<file path="config.mk">
export PLATFORM = sky130hd
export DESIGN_NAME = gpio_pulse_tx
export DESIGN_NICKNAME = d
export VERILOG_FILES = /design/src/rtl/gpio_pulse_pkg.sv /design/src/rtl/gpio_pulse_divider.sv /design/src/rtl/gpio_pulse_tx.sv
export SDC_FILE = /design/constraint.sdc
export NUM_CORES = 1
export LEC_CHECK = 0
export CELL_PAD_IN_SITES_DETAIL_PLACEMENT = 1
export CELL_PAD_IN_SITES_GLOBAL_PLACEMENT = 2
export CORE_AREA = 2 2 127 129
export CTS_BUF_LIST = sky130_fd_sc_hd__clkbuf_4
export CTS_CLUSTER_DIAMETER = 150
export DETAILED_ROUTE_END_ITERATION = 8
export DIE_AREA = 0 0 129 131
export DONT_BUFFER_PORTS = 1
export GPL_TIMING_DRIVEN = 0
export PLACE_DENSITY = 0.86
export SLEW_MARGIN = 15
export SYNTH_ARGS = -nofsm -noshare
export SYNTH_HDL_FRONTEND = slang
export SYNTH_SLANG_ARGS = --single-unit
</file>
<file path="constraint.sdc">
create_clock -name clk_i -period 4.7 [get_ports clk_i]
set_input_delay 0.94 -clock clk_i [delete_from_list [all_inputs] [get_ports clk_i]]
set_output_delay 0.94 -clock clk_i [all_outputs]
set_load 0.1 [all_outputs]
</file>
<file path="src/rtl/gpio_pulse_pkg.sv">
// rtl/gpio_pulse_pkg.sv - shared constants and types for the GPIO pulse transmitter
//
// Register map addresses, CONTROL/STATUS bit positions and the FSM state type.
package gpio_pulse_pkg;

  localparam logic [2:0] PATTERN_ADDR = 3'd0;
  localparam logic [2:0] LENGTH_ADDR  = 3'd1;
  localparam logic [2:0] DIVIDER_ADDR = 3'd2;
  localparam logic [2:0] CONTROL_ADDR = 3'd3;
  localparam logic [2:0] STATUS_ADDR  = 3'd4;

  localparam int CTRL_START_BIT      = 0;
  localparam int CTRL_REPEAT_BIT     = 1;
  localparam int CTRL_IRQ_EN_BIT     = 2;
  localparam int CTRL_IDLE_LEVEL_BIT = 3;
  localparam int CTRL_STOP_BIT       = 4;

  localparam int STATUS_BUSY_BIT = 0;
  localparam int STATUS_DONE_BIT = 1;

  typedef enum logic {
    IDLE  = 1'b0,
    SHIFT = 1'b1
  } tx_state_t;

endpackage

</file>
<file path="src/rtl/gpio_pulse_divider.sv">
// rtl/gpio_pulse_divider.sv - bit-period tick counter for the pulse transmitter
//
// Ports:
//   clk_i, rst_i  clock, asynchronous active-high reset
//   load_i        sample divider_i into the period shadow and restart the count
//   enable_i      count while high (transmitter is shifting)
//   divider_i     cycles per bit; 0 behaves as 1
//   tick_o        high on the last cycle of each bit period
module gpio_pulse_divider
  import gpio_pulse_pkg::*;
#(
  parameter int DIV_WIDTH = 16
) (
  input  logic                 clk_i,
  input  logic                 rst_i,
  input  logic                 load_i,
  input  logic                 enable_i,
  input  logic [DIV_WIDTH-1:0] divider_i,
  output logic                 tick_o
);

  logic [DIV_WIDTH-1:0] count_q;
  // Terminal count (period - 1) captured at load so CPU writes mid-burst
  // do not disturb the bit currently being sent.
  logic [DIV_WIDTH-1:0] limit_q;

  assign tick_o = enable_i && (count_q == limit_q);

  always_ff @(posedge clk_i or posedge rst_i) begin
    if (rst_i) begin
      count_q <= '0;
      limit_q <= '0;
    end else if (load_i) begin
      count_q <= '0;
      limit_q <= (divider_i == '0) ? '0 : divider_i - DIV_WIDTH'(1);
    end else if (enable_i) begin
      count_q <= tick_o ? '0 : count_q + DIV_WIDTH'(1);
    end
  end

endmodule

</file>
<file path="src/rtl/gpio_pulse_tx.sv">
// rtl/gpio_pulse_tx.sv - single-pin serial pattern transmitter with register interface
//
// Ports:
//   clk_i, rst_i     clock, asynchronous active-high reset
//   write_i          one-cycle register write strobe
//   write_address_i  register select for writes
//   write_data_i     write data
//   read_address_i   register select for reads
//   read_data_o      combinational read data
//   pin_o            registered pin drive, pattern shifted out LSB-first
//   busy_o           high while shifting
//   interrupt_o      done & irq_enable
module gpio_pulse_tx
  import gpio_pulse_pkg::*;
#(
  parameter int DATA_WIDTH = 32,
  parameter int DIV_WIDTH  = 16
) (
  input  logic                  clk_i,
  input  logic                  rst_i,
  input  logic                  write_i,
  input  logic [2:0]            write_address_i,
  input  logic [DATA_WIDTH-1:0] write_data_i,
  input  logic [2:0]            read_address_i,
  output logic [DATA_WIDTH-1:0] read_data_o,
  output logic                  pin_o,
  output logic                  busy_o,
  output logic                  interrupt_o
);

  localparam int LW = $clog2(DATA_WIDTH) + 1;
  localparam logic [DATA_WIDTH-1:0] LEN_MAX = DATA_WIDTH'(DATA_WIDTH);

  logic [DATA_WIDTH-1:0] pattern_q;
  logic [LW-1:0]         length_q;
  logic [DIV_WIDTH-1:0]  divider_q;
  logic                  repeat_q, irq_en_q, idle_level_q;

  tx_state_t             state_q, state_d;
  logic [DATA_WIDTH-1:0] shift_q, shift_d;
  logic [LW-1:0]         bit_cnt_q, bit_cnt_d;
  logic                  done_q, done_d;
  logic                  pin_q, pin_d;

  logic ctrl_wr, start_req, stop_req, status_clr, idle_level_d;
  logic div_load, tick, start_ok, burst_end;

  assign ctrl_wr      = write_i && (write_address_i == CONTROL_ADDR);
  assign start_req    = ctrl_wr && write_data_i[CTRL_START_BIT];
  assign stop_req     = ctrl_wr && write_data_i[CTRL_STOP_BIT];
  assign status_clr   = write_i && (write_address_i == STATUS_ADDR) && write_data_i[STATUS_DONE_BIT];
  assign idle_level_d = ctrl_wr ? write_data_i[CTRL_IDLE_LEVEL_BIT] : idle_level_q;

  gpio_pulse_divider #(.DIV_WIDTH(DIV_WIDTH)) u_divider (
    .clk_i     (clk_i),
    .rst_i     (rst_i),
    .load_i    (div_load),
    .enable_i  (state_q == SHIFT),
    .divider_i (divider_q),
    .tick_o    (tick)
  );

  always_ff @(posedge clk_i or posedge rst_i) begin
    if (rst_i) begin
      pattern_q    <= '0;
      length_q     <= '0;
      divider_q    <= DIV_WIDTH'(1);
      repeat_q     <= 1'b0;
      irq_en_q     <= 1'b0;
      idle_level_q <= 1'b0;
    end else if (write_i) begin
      case (write_address_i)
        PATTERN_ADDR: pattern_q <= write_data_i;
        LENGTH_ADDR:  length_q  <= (write_data_i > LEN_MAX) ? LW'(DATA_WIDTH) : write_data_i[LW-1:0];
        DIVIDER_ADDR: divider_q <= write_data_i[DIV_WIDTH-1:0];
        CONTROL_ADDR: begin
          repeat_q     <= write_data_i[CTRL_REPEAT_BIT];
          irq_en_q     <= write_data_i[CTRL_IRQ_EN_BIT];
          idle_level_q <= write_data_i[CTRL_IDLE_LEVEL_BIT];
        end
        default: ;
      endcase
    end
  end

  always_ff @(posedge clk_i or posedge rst_i) begin
    if (rst_i) begin
      state_q   <= IDLE;
      shift_q   <= '0;
      bit_cnt_q <= '0;
      done_q    <= 1'b0;
      pin_q     <= 1'b0;
    end else begin
      state_q   <= state_d;
      shift_q   <= shift_d;
      bit_cnt_q <= bit_cnt_d;
      done_q    <= done_d;
      pin_q     <= pin_d;
    end
  end

  always_comb begin
    state_d   = state_q;
    shift_d   = shift_q;
    bit_cnt_d = bit_cnt_q;
    div_load  = 1'b0;
    start_ok  = 1'b0;
    burst_end = 1'b0;
    case (state_q)
      IDLE: begin
        if (start_req && !stop_req && (length_q != '0)) begin
          start_ok  = 1'b1;
          state_d   = SHIFT;
          shift_d   = pattern_q;
          bit_cnt_d = length_q - LW'(1);
          div_load  = 1'b1;
        end
      end
      SHIFT: begin
        if (tick) begin
          if (bit_cnt_q != '0) begin
            shift_d   = shift_q >> 1;
            bit_cnt_d = bit_cnt_q - LW'(1);
          end else if (repeat_q && (length_q != '0)) begin
            // Back-to-back reload; a LENGTH of 0 written mid-burst ends it instead.
            shift_d   = pattern_q;
            bit_cnt_d = length_q - LW'(1);
            div_load  = 1'b1;
          end else begin
            state_d   = IDLE;
            burst_end = 1'b1;
          end
        end
      end
      default: state_d = IDLE;
    endcase

    if (stop_req) begin
      state_d   = IDLE;
      burst_end = 1'b0;
      div_load  = 1'b0;
    end

    // Completion outranks a same-cycle write-1-to-clear.
    done_d = done_q;
    if (status_clr) done_d = 1'b0;
    if (start_ok)   done_d = 1'b0;
    if (burst_end)  done_d = 1'b1;

    pin_d = (state_d == SHIFT) ? shift_d[0] : idle_level_d;
  end

  always_comb begin
    read_data_o = '0;
    case (read_address_i)
      PATTERN_ADDR: read_data_o = pattern_q;
      LENGTH_ADDR:  read_data_o = DATA_WIDTH'(length_q);
      DIVIDER_ADDR: read_data_o = DATA_WIDTH'(divider_q);
      CONTROL_ADDR: begin
        read_data_o[CTRL_REPEAT_BIT]     = repeat_q;
        read_data_o[CTRL_IRQ_EN_BIT]     = irq_en_q;
        read_data_o[CTRL_IDLE_LEVEL_BIT] = idle_level_q;
      end
      STATUS_ADDR: begin
        read_data_o[STATUS_BUSY_BIT] = (state_q == SHIFT);
        read_data_o[STATUS_DONE_BIT] = done_q;
      end
      default: read_data_o = '0;
    endcase
  end

  assign pin_o       = pin_q;
  assign busy_o      = (state_q == SHIFT);
  assign interrupt_o = done_q & irq_en_q;

endmodule

</file>
==> results_dict.tcl <==
set metrics [dict create \
    outcome "finished clean" \
    grt_max_degree 69 \
    synth_area_leader_cell "dfrtp_1" \
    rows 46 \
    area_growth_pct 10.98 \
    yosysSeqAreaShare 0.4857 \
    avgViaCountPerCell 5.853 \
    clockRootBuffer "clkbuf_4" \
    hpwl_um 14340 \
    synthDistinctLibCells 50 \
    place_ws_ns 0.3434 \
    rsz0062_at_grt "false" \
    hold_viol_final 0 \
    worstPathArrival_ns 3.45 \
    maxCapViolCount 0 \
    crit_start "read_address_i[0]" \
    dr_total_vias 5051 \
    r2r_start "busy_o$_DFF_PP0_" \
    ys_ff_latch 130 \
    cts_buffer_depth 2 \
    chipHeight_um 131 \
    antenna_cells 0 \
    worst-path-stages 5 \
    period_share 0.9341 \
    place.gp.congestion 0.8037 \
    track_usage 0.2380 \
    wirelength_um 19080 \
    hp-class "in2async" \
    drc_errors 0 \
    startpoint_type "primary input" \
    r2r-end "shift_q[13]$_DFFE_PP0P_" \
    slowest_stage "and2_1" \
    cts_tree "yes" \
    wl_per_cell_um 22.10 \
    worst-r2r-setup-slack_ns 1.83 \
    max_slew_margin 0.2308 \
    grt_pass1_wl_um 30530 \
    worst_slack_ns 0.3098 \
    syn_inst 613 \
    critPathMaxStageDelay_ns 0.85 \
    dr.pass1.iters 7 \
    yosys_warnings 0 \
    start_util 0.4296 \
    avgSynthCellArea_sq_um 10.93 \
    syn_nets 661 \
    drv_slew 0 \
    synth_enable_flop_cells 0 \
    core_area_sq_mm 0.01560 \
    synth_area_sq_mm 0.006700 \
    powerDensity_mw_per_mm2 467.2 \
    drtIter0Drc 276 \
    cpMostUsedCell "clkbuf_1" \
    hold_buffers 0 \
    crit_end "read_data_o[24]" \
    async_flop_share 1.000 \
    antenna_found_initial 0 \
    cts_sinks 130 \
    drive_above_1_share 0.1932 \
    rr_worst_depth 6 \
    min_period_ns 4.390 \
    max_freq_mhz 227.8 \
    synthTopCellsByArea "dfrtp_1, mux2_2, a221o_1" \
    cp_max_fo 10 \
    antenna_left 0 \
    leakage_nw 3.037 \
    synth_top_area_frac 0.4818 \
    path_cells "clkbuf_1 > or2_2 > nor2_1 > clkbuf_1 > and2_1" \
    worstMarginPinSlew_ns 1.156 \
    clk_latency_ns 0.55 \
    die_w_um 129 \
    synthTopCellsByCount "dfrtp_1, nor2_1, mux2_2" \
    portBuffers 0 \
    ctsHtreeMaxLevel 4 \
    cts_resized 0 \
    post_cts_buffers 0 \
    first_global_vias 5450 \
    ys.flop_type "dfrtp_1" \
    overflow 0 \
    worstSetupPathType "in2out" \
    path_delay_family "simple AND/OR/NAND/NOR gates" \
    nets 682 \
    required_ns 3.76 \
    post-route-util 0.4767 \
    report.final.setup_viol 0 \
    yosysMostFrequentCell "dfrtp_1" \
    critPathCaptureType "output pin" \
    path_clk_slew_ns 0.12 \
    cts_buffers 17 \
    die_area_sq_mm 0.01690 \
    fin_skew_ns 0.01848 \
    pin_count 76 \
    cp_num_buf_inv 2 \
    irDropWorstVdd_mv 0.3366 \
]
-- state kept, by name, indices dropped and copies added, names as in the netlist --
signal             cells
done_q                 1
u_divider.limit_q     16
irq_en_q               1
u_divider.count_q     16
bit_cnt_q              6
repeat_q               1
pattern_q             32
length_q               6
idle_level_q           1
shift_q               32
divider_q             16
busy_o                 1
pin_o                  1
-- how the worst min path moves through the flow --
stage / from / to
floorplan: shift_q[31]$_DFFE_PP0P_ / shift_q[31]$_DFFE_PP0P_
global placement: shift_q[24]$_DFFE_PP0P_ / shift_q[23]$_DFFE_PP0P_
detailed placement: shift_q[31]$_DFFE_PP0P_ / shift_q[31]$_DFFE_PP0P_
CTS: rst_i / pattern_q[13]$_DFFE_PP0P_
global route: rst_i / pattern_q[13]$_DFFE_PP0P_
finish: rst_i / pattern_q[13]$_DFFE_PP0P_
-- placed cells by master, fill, tap and decap left out, types with 5 or more instances in the layout --
master    instances
mux2_2           48
dfrtp_1         129
xor2_1           16
o41ai_1          14
nor2_2           12
ha_1              7
nor3_1           11
inv_6             5
nand4_1          11
nand3_1           9
clkbuf_4         18
inv_1            11
clkbuf_1         20
o21ai_0          26
a22o_1            5
nor4_1           13
a31oi_1           5
and2b_1           8
mux2i_1          14
buf_2            10
xnor2_1          29
nor2b_1          26
nor2_1           42
a21oi_1          11
a221o_1          31
and2_1           22
nand2_1          28
-- logic make-up (layout without fill, tap and decap cells) --
family / count (synthesis) / in the layout / share of synthesized area
multiplexers: 65 / 65 / 0.1117
flip-flops: 130 / 130 / 0.4857
XOR/XNOR: 45 / 45 / 0.05882
AND/OR/NAND/NOR: 211 / 211 / 0.1720
adder cells (fa/ha/maj): 7 / 7 / 0.01307
AO/OA/AOI/OAI: 110 / 110 / 0.1294
buffers and inverters: 45 / 79 / 0.02932
-- where the power goes --
group,leakage (nW),switching [mW],internal [mW]
registers,1.61,0.324,1.38
clock network,0.177,0.462,0.437
logic,1.25,0.496,0.373
-- final cells by class --
class / instances / area, sq um
inverters: 12 / 50.05
multi-input cells: 438 / 3319
flip-flops and latches: 130 / 3254
fillers: 1712 / 8162
well taps: 216 / 270.3
clock buffers: 18 / 135.1
repair buffers: 2 / 55.05
plain buffers: 33 / 151.4
clock inverters: 14 / 200.2
-- worst reg2reg max path: stages, from the launching register on --
cell and delay [ns]:
dfrtp_1 1.01, clkbuf_1 0.43, and2_1 0.33, a31oi_4 0.21, nor2_1 0.35, buf_2 0.30
a221o_1 0.20
-- metal layers --
metal  up-vias  wire (um)  share of wire  global-route usage
met4         0        308          0.016             0.06841
met5         -          0              0                   0
met3        26       1091          0.057             0.06311
met1      2596       8333           0.44              0.3118
met2       146       9343           0.49              0.3918
li1       2283          -              -                   -
-- per-stage QoR --
stage | total power [mW] | area (sq um) | cells | setup TNS [ns] | hold slack, ns
finish | 3.474 | 7436 | 863 | 0 | 0.3006
global route | 3.677 | 7436 | 863 | 0 | 0.2979
CTS | 3.503 | 7436 | 863 | 0 | 0.2840
detailed placement | 2.595 | 7101 | 831 | 0 | 0.4853
global placement | 2.515 | 6978 | 829 | -136.36 | 0.4915
floorplan | 2.335 | 6708 | 613 | 0 | 0.4512
Power figures use the tool's default switching activity.
